File: config.mk
export PLATFORM = sky130hd
export DESIGN_NAME = bcd_to_unsigned
export DESIGN_NICKNAME = d
export VERILOG_FILES = /design/src/rtl/bcd_to_unsigned.sv
export SDC_FILE = /design/constraint.sdc
export NUM_CORES = 1
export LEC_CHECK = 0
export CAP_MARGIN = 20
export CORE_ASPECT_RATIO = 0.8
export CORE_UTILIZATION = 55
export DETAILED_ROUTE_END_ITERATION = 8
export PLACE_DENSITY_LB_ADDON = 0.05
export SETUP_SLACK_MARGIN = 0.02
export SLEW_MARGIN = 20
export SYNTH_ARGS = -nofsm -noshare
export SYNTH_HDL_FRONTEND = slang
export SYNTH_SLANG_ARGS = --single-unit
File: constraint.sdc
create_clock -name clk -period 7.17 [get_ports clk]
set_input_delay 1.434 -clock clk [delete_from_list [all_inputs] [get_ports clk]]
set_output_delay 1.434 -clock clk [all_outputs]
set_load 0.02 [all_outputs]
File: src/rtl/bcd_to_unsigned.sv
// Sequential packed-BCD to unsigned binary converter.
// One decimal digit is folded in per cycle, most significant digit first,
// using acc*10 + digit. The trigger/idle/done handshake matches the
// display-side binary-to-BCD converter, so the two can be chained in a loopback.
module bcd_to_unsigned #(
    parameter int DIGITS = 8,
    parameter int OUT_W  = 27
) (
    input  logic                clk,
    input  logic                reset,
    input  logic                trigger,
    input  logic [4*DIGITS-1:0] in,
    output logic                idle,
    output logic                done,
    output logic                error,
    output logic [OUT_W-1:0]    out
);

    localparam int CNT_W = $clog2(DIGITS + 1);
    // Four spare bits let the multiply-accumulate run without intermediate
    // overflow. The result is truncated to OUT_W only when it is loaded into out.
    localparam int ACC_W = OUT_W + 4;

    typedef enum logic {IDLE, CONVERT} state_t;

    state_t              state_q, state_d;
    logic [4*DIGITS-1:0] sr_q, sr_d;
    logic [ACC_W-1:0]    acc_q, acc_d;
    logic [CNT_W-1:0]    cnt_q, cnt_d;
    logic                inv_q, inv_d;
    logic [OUT_W-1:0]    out_q, out_d;
    logic                err_q, err_d;
    logic                done_q, done_d;

    logic                in_bad;
    logic [3:0]          nib;
    logic [ACC_W-1:0]    acc_step;
    logic                last;

    // Flag the input if any nibble is not a decimal digit.
    always_comb begin
        in_bad = 1'b0;
        for (int i = 0; i < DIGITS; i++) begin
            if (in[4*i +: 4] > 4'd9) in_bad = 1'b1;
        end
    end

    // One step of the conversion: acc*10 + the top digit, built from shifts.
    always_comb begin
        nib      = sr_q[4*DIGITS-1 -: 4];
        acc_step = (acc_q << 3) + (acc_q << 1) + ACC_W'(nib);
        last     = (cnt_q == CNT_W'(DIGITS - 1));
    end

    // Next-state and datapath update for the IDLE/CONVERT controller.
    always_comb begin
        state_d = state_q;
        sr_d    = sr_q;
        acc_d   = acc_q;
        cnt_d   = cnt_q;
        inv_d   = inv_q;
        out_d   = out_q;
        err_d   = err_q;
        done_d  = 1'b0;
        case (state_q)
            IDLE: begin
                if (trigger) begin
                    sr_d    = in;
                    acc_d   = '0;
                    cnt_d   = '0;
                    inv_d   = in_bad;
                    state_d = CONVERT;
                end
            end
            CONVERT: begin
                acc_d = acc_step;
                sr_d  = sr_q << 4;
                cnt_d = cnt_q + CNT_W'(1);
                if (last) begin
                    out_d   = inv_q ? '0 : acc_step[OUT_W-1:0];
                    err_d   = inv_q;
                    done_d  = 1'b1;
                    state_d = IDLE;
                end
            end
            default: state_d = IDLE;
        endcase
    end

    // State registers. Reset aborts any conversion in progress without a done pulse.
    always_ff @(posedge clk) begin
        if (!reset) begin
            state_q <= IDLE;
            sr_q    <= '0;
            acc_q   <= '0;
            cnt_q   <= '0;
            inv_q   <= 1'b0;
            out_q   <= '0;
            err_q   <= 1'b0;
            done_q  <= 1'b0;
        end else begin
            state_q <= state_d;
            sr_q    <= sr_d;
            acc_q   <= acc_d;
            cnt_q   <= cnt_d;
            inv_q   <= inv_d;
            out_q   <= out_d;
            err_q   <= err_d;
            done_q  <= done_d;
        end
    end

    assign idle  = (state_q == IDLE);
    assign done  = done_q;
    assign error = err_q;
    assign out   = out_q;

endmodule

==> reports/qor.csv, run 1 <==
stage;metric;value;unit
layout;area_growth;18.0;%
timing;period_share;0.486;
yosys;synth_edf_count;0;
timing;finClkSkew;4.44;ps
layout;drive_gt1_frac;0.0426;
timing;rsz0062_at_grt;no;
timing;setup_violations;0;
yosys;syn-cell-area;5240;um2
die;dieArea;9930;um2
clock_tree;post_cts_buffers;0;
die;rows;31;
layout;ff_latch_area;1860;um2
outcome;violations;DRC;
layout;layout_commonest_cell;nor2_1;
yosys;synthCells;610;
clock_tree;clock_sinks;93;
yosys;async_flop_share;0;
critical_path;worstReg2RegStart;acc_q[0]$_SDFFE_PN0P_;
flow_run;maxCapViolations;0;
timing;period_needed;3480;ps
placed_design;placed_cells;758;
layout;fin_nets;740;
yosys;seq_area_frac_synth;0.355;
timing;finalSetupTns;0;ps
yosys;synth_xor_area_frac;0.0301;
yosys;yosysWarnings;0;
die;start_util;0.573;
timing;finalMaxSlewViolations;0;
critical_path;reg2reg_slack;3950;ps
yosys;synthAdderAreaFrac;0.125;
yosys;synth_top_family_by_area;compound AO/OA/AOI/OAI gates;
timing;tightestPinTransition;895;ps
timing;hold_viol_final;0;
detailed_routing;wl;12.8;mm
critical_path;crit_family;buffers and inverters;
clock_tree;path_clk_slew;60;ps
clock_tree;hold_buffers;0;
critical_path;path_cells;clkdlybuf4s50_1 > inv_2 > nor2_1 > a32oi_1 > o21ai_0 > or3_1;
detailed_routing;drtIter0Drc;295;
timing;max-slew-margin-rel;0.401;
clock_tree;max-clock-path-buffers;2;
clock_tree;numCtsBuffers;9;
clock_tree;htreeDepth;3;
critical_path;worstSetupPathType;in -> reg;
clock_tree;clock_latency;340;ps
critical_path;cp-end-kind;flop;
detailed_routing;vias_per_cell;5.88;
clock_tree;post_cts_resized;0;
yosys;synth-compound-area-share;0.217;
placed_design;port_buffers;64;
pwr;vdd_drop_max;0.000132;V
yosys;synth_flop_cell;dfxtp_1;
yosys;synth-seq-cells;93;
global_routing;grt_pass1_wl;20.6;mm
yosys;syn-mean-instance-area;8.60;um2
global_routing;track_usage;0.265;
yosys;ys_types;53;
layout;layout_common_cells;93 x nor2_1, 92 x dfxtp_1, 69 x a21oi_1;
critical_path;max_stage_delay;650;ps
layout;multiInputGateArea;3190;um2
timing;max_freq;287;MHz
critical_path;cp-start-kind;primary input;
detailed_routing;ant_nets;0;
detailed_routing;drc;6;
critical_path;cp_data_required_time;7400;ps
yosys;synth_simple_gate_area_frac;0.170;
min_path;hp-class;reg -> reg;
placed_design;gp_congestion;0.899;
critical_path;worstSetupStartpoint;reset;
critical_path;worstPathArrival;3710;ps
detailed_routing;dr.pass1.iters;8;
outcome;status;finished with violations;
min_path;min_from;sr_q[27]$_SDFFE_PN0P_;
die;die_w;111;um
die;die_h;89.3;um
clock_tree;cts_tree;yes;
die;ioPinCount;65;
die;coreArea;9150;um2
pwr;p_leak;2.69;nW
global_routing;overflow;0;
layout;fillers;762;
yosys;syn_nets;696;
detailed_routing;num_vias;4546;
critical_path;crit_path_max_fanout;50;
critical_path;cp_num_buf_inv;2;
clock_tree;cts_root_buffer;clkbuf_16;
layout;n_antenna_cell;0;
layout;instances_no_fill;773;
pwr;powerDensity;174;nW/um2
global_routing;grt_start_max_net_pins;91;
placed_design;hpwl;9.39;mm
global_routing;antenna_found_initial;0;
yosys;synth_mux_area_frac;0.0668;
global_routing;grt_pass1_vias;4183;
critical_path;cpMaxStageDelayCell;inv_2;
detailed_routing;wl_per_cell;16.6;um
through the flow:
step                hold slack, ps  area (um2)  power, mW  worst slack [ps]   util
CTS                            456        6190       1.08              3690  0.676
global route                   489        6190       1.12              3510  0.676
detailed placement             446        5930      0.650              3340  0.647
finish                         457        6190       1.07              3690  0.676
global placement               436        5930      0.647              3380  0.647
floorplan                      431        5240      0.612              4340      -
cells by family (layout without fill, tap and decap cells):
logic type | count (synthesis) | after routing
and+or+nand+nor | 189 | 189
AOI/OAI and AO/OA | 173 | 173
DFF | 93 | 93
adders and majority gates | 51 | 51
buffers and inverters | 51 | 99
muxes | 35 | 35
xor gates and xnor gates | 18 | 18
state kept, by name, summed over array words and instances, names as in the netlist:
name,cells
done,1
error,1
out,27
cnt_q,4
state_q,1
inv_q,1
acc_q,26
sr_q,32
area by class of cell:
class | count | area share
Sequential cell | 93 | 0.301
Timing Repair Buffer | 68 | 0.108
Tap cell | 115 | 0.0233
Clock buffer | 13 | 0.0404
Inverter | 16 | 0.00971
Clock inverter | 2 | 0.00162
Multi-Input combinational cell | 466 | 0.516
synth_stat cells (2+ instances only):
cell type / number / share of area
nor2b_1: 6 / 0.0072
nand2_1: 31 / 0.022
dfxtp_1: 93 / 0.36
o211ai_1: 7 / 0.010
a22o_1: 24 / 0.040
nand2b_1: 3 / 0.0036
nand3_1: 7 / 0.0067
o21ai_1: 7 / 0.0067
a31oi_1: 5 / 0.0060
o21ai_0: 21 / 0.020
buf_2: 2 / 0.0019
o31ai_1: 6 / 0.0086
o21a_1: 8 / 0.011
or3_1: 2 / 0.0024
a211oi_1: 3 / 0.0043
nand3b_1: 3 / 0.0043
nor3b_1: 12 / 0.017
and3_1: 4 / 0.0048
ha_1: 49 / 0.12
mux2i_1: 35 / 0.067
clkbuf_1: 21 / 0.015
nor3_1: 10 / 0.0095
and2_1: 2 / 0.0024
xnor2_1: 15 / 0.025
xor2_1: 3 / 0.0050
o21bai_1: 2 / 0.0029
nor2_1: 93 / 0.067
inv_1: 15 / 0.011
fa_1: 2 / 0.0076
buf_1: 12 / 0.0086
a32o_1: 2 / 0.0038
a21o_1: 7 / 0.010
and4_1: 2 / 0.0033
a21oi_1: 69 / 0.066
or4_1: 2 / 0.0029
nand4_1: 8 / 0.0095
routing by layer:
layer | global-route usage | wire length [um] | vias up
met5 | 0 | 0 | -
met4 | 0.0627 | 100 | 0
met3 | 0.0563 | 606 | 12
met2 | 0.434 | 5650 | 121
met1 | 0.361 | 6450 | 2116
li1 | - | - | 2297
worst paths after layout:
check,end,cells after the start
max,acc_q[12]$_SDFFE_PN0P_,6
min,sr_q[31]$_SDFFE_PN0P_,2
min reg2reg,sr_q[31]$_SDFFE_PN0P_,2
max reg2reg,out[23]$_SDFFE_PN0P_,11
tightest hold or removal path: stages, from the launching register on:
cell and delay (ps):
dfxtp_1 300, nand2_1 60, a21oi_1 50
report_power, final:
part / internal, mW / leakage [nW] / switching [mW]
registers: 0.530 / 0.755 / 0.00853
clock network: 0.242 / 0.129 / 0.192
logic: 0.0438 / 1.81 / 0.0572
No activity file was read; power rests on OpenSTA's default activity.
==> inputs of run 2 (changes only) <==
==> constraint.sdc (replaced) <==
create_clock -name clk -period 3.3 [get_ports clk]
set_input_delay 0.66 -clock clk [delete_from_list [all_inputs] [get_ports clk]]
set_output_delay 0.66 -clock clk [all_outputs]
set_load 0.02 [all_outputs]
==> reports/qor.csv, run 2 (synthesis results as in run 1) <==
stage;metric;value;unit;change
clock_tree;path_clk_slew;70;ps;about the same
critical_path;regToRegEndpoint;out[22]$_SDFFE_PN0P_;;
die;coreArea;9150;um2;unchanged
timing;period_needed;3080;ps;
pwr;p_total;2.45;mW;+130%
clock_tree;hold_buffers;0;;unchanged
layout;layout_commonest_cell;nor2_1;;
pwr;p_leak;2.74;nW;+1.7%
critical_path;worstSetupPathType;reg -> reg;;
layout;largest-register;sr_q;;
critical_path;reg2reg_slack;220;ps;-3730 ps
die;die_h;89.3;um;unchanged
die;dieArea;9930;um2;unchanged
clock_tree;post_cts_buffers;0;;unchanged
pwr;vdd_drop_max;0.000349;V;+170%
layout;drive_gt1_frac;0.0513;;+0.00873
die;die_w;111;um;unchanged
detailed_routing;wl;12.8;mm;+0.12%
timing;setup_violations;0;;unchanged
clock_tree;clock_sinks;93;;unchanged
global_routing;antenna_found_initial;0;;unchanged
die;ioPinCount;65;;unchanged
layout;fin_nets;744;;+0.54%
layout;n_antenna_cell;0;;unchanged
timing;hold_viol_final;0;;unchanged
die;start_util;0.573;;unchanged
critical_path;crit_path_max_fanout;6;;-88%
detailed_routing;ant_nets;0;;unchanged
outcome;status;finished with violations;;
critical_path;crit_end;out[22]$_SDFFE_PN0P_;;
clock_tree;max-clock-path-buffers;2;;unchanged
timing;finClkSkew;6.78;ps;+2.34 ps
critical_path;cp-start-kind;flop;;
timing;period_share;0.934;;
timing;max_freq;324;MHz;
detailed_routing;drtIter0Drc;365;;+24%
placed_design;hpwl;9.45;mm;+0.55%
detailed_routing;wl_per_cell;16.5;um;-0.52%
clock_tree;numCtsBuffers;9;;unchanged
timing;finalMaxSlewViolations;0;;unchanged
detailed_routing;vias_per_cell;5.97;;+1.5%
clock_tree;clock_latency;340;ps;about the same
timing;finalSetupTns;0;ps;unchanged
clock_tree;htreeDepth;3;;unchanged
timing;rsz0062_at_grt;no;;
global_routing;grt_pass1_wl;20.9;mm;+1.4%
global_routing;grt_start_max_net_pins;43;;-53%
placed_design;gp_congestion;0.948;;+5.5%
clock_tree;cts_tree;yes;;
timing;max-slew-margin-rel;0.602;;+0.201
detailed_routing;drc;7;;+1
placed_design;port_buffers;64;;unchanged
timing;hold_ws;445;ps;-12.1 ps
flow_run;maxCapViolations;0;;unchanged
critical_path;cp_data_required_time;3580;ps;-3820 ps
pwr;powerDensity;390;nW/um2;+120%
placed_design;placed_cells;762;;+0.53%
critical_path;worstReg2RegStart;acc_q[0]$_SDFFE_PN0P_;;
global_routing;grt_pass1_vias;4127;;-1.3%
critical_path;worst-r2r-cell-count;10;;-1
critical_path;worstPathArrival;3370;ps;-340 ps
global_routing;overflow;0;;unchanged
layout;instances_no_fill;778;;+0.65%
critical_path;cp-end-kind;flop;;
clock_tree;cts_root_buffer;clkbuf_16;;
min_path;hp-class;reg -> reg;;
detailed_routing;dr.pass1.iters;6;;-2
layout;area_growth;19.7;%;
outcome;violations;DRC;;
clock_tree;post_cts_resized;0;;unchanged
layout;layout_common_cells;93 x nor2_1, 92 x dfxtp_1, 69 x a21oi_1;;
layout;largest_register_ffs;32;;unchanged
detailed_routing;num_vias;4643;;+2.1%
die;rows;31;;unchanged
global_routing;track_usage;0.266;;+0.00144
timing;tightestPinTransition;597;ps;-298 ps
critical_path;worstSetupStartpoint;acc_q[0]$_SDFFE_PN0P_;;
==> run 2: cell count changes in the layout (fill, tap and decap cells not counted), sizes merged <==
| cell | previous run | this run |
|---|---|---|
| buf | 5 | 9 |
| bufinv | 0 | 1 |
==> run 2: worst min-delay path by stage <==
stage	from	end	cells after the start
6_report	out[26]$_SDFFE_PN0P_	out[26]$_SDFFE_PN0P_	2
5_1_grt	sr_q[27]$_SDFFE_PN0P_	sr_q[31]$_SDFFE_PN0P_	2
4_1_cts	out[26]$_SDFFE_PN0P_	out[26]$_SDFFE_PN0P_	2
3_5_place_dp	out[26]$_SDFFE_PN0P_	out[26]$_SDFFE_PN0P_	2
3_3_place_gp	out[26]$_SDFFE_PN0P_	out[26]$_SDFFE_PN0P_	2
2_1_floorplan	sr_q[27]$_SDFFE_PN0P_	sr_q[31]$_SDFFE_PN0P_	2
==> run 2: layer usage <==
layer  vias to the layer above  global-route usage  wire length [um]
li1                       2294                   -                 -
met1                      2184               0.378              6260
met2                       153               0.416              5510
met3                        12              0.0610               927
met4                         0              0.0553               131
met5                         -                   0                 0
==> run 2: cell type report <==
| cell class | count | area (um2) |
|---|---|---|
| Sequential cell | 93 | 1860 |
| Multi-Input combinational cell | 466 | 3200 |
| Clock inverter | 3 | 43.8 |
| Inverter | 16 | 60.1 |
| Tap cell | 115 | 144 |
| Clock buffer | 13 | 260 |
| Fill cell | 747 | 2880 |
| Timing Repair Buffer | 72 | 708 |
==> run 2: where the power goes <==
part,internal [mW],switching (mW)
logic,0.0995,0.121
registers,1.15,0.0224
clock network,0.629,0.425
total,1.88,0.568
==> run 2: critical path: stages (launching register included) <==
cell	delay, ps
dfxtp_1	340
inv_1	80
fa_1	500
fa_1	470
nor2b_1	220
o21ai_1	130
a21oi_2	190
a2111oi_4	100
o31a_4	410
or4_1	490
nand3_1	90
==> run 2: stage by stage <==
step	util	worst slack [ps]	area, um2
floorplan	-	473	5240
global placement	0.653	369	5970
detailed placement	0.653	251	5970
CTS	0.686	234	6280
global route	0.686	83.7	6280
finish	0.686	218	6280
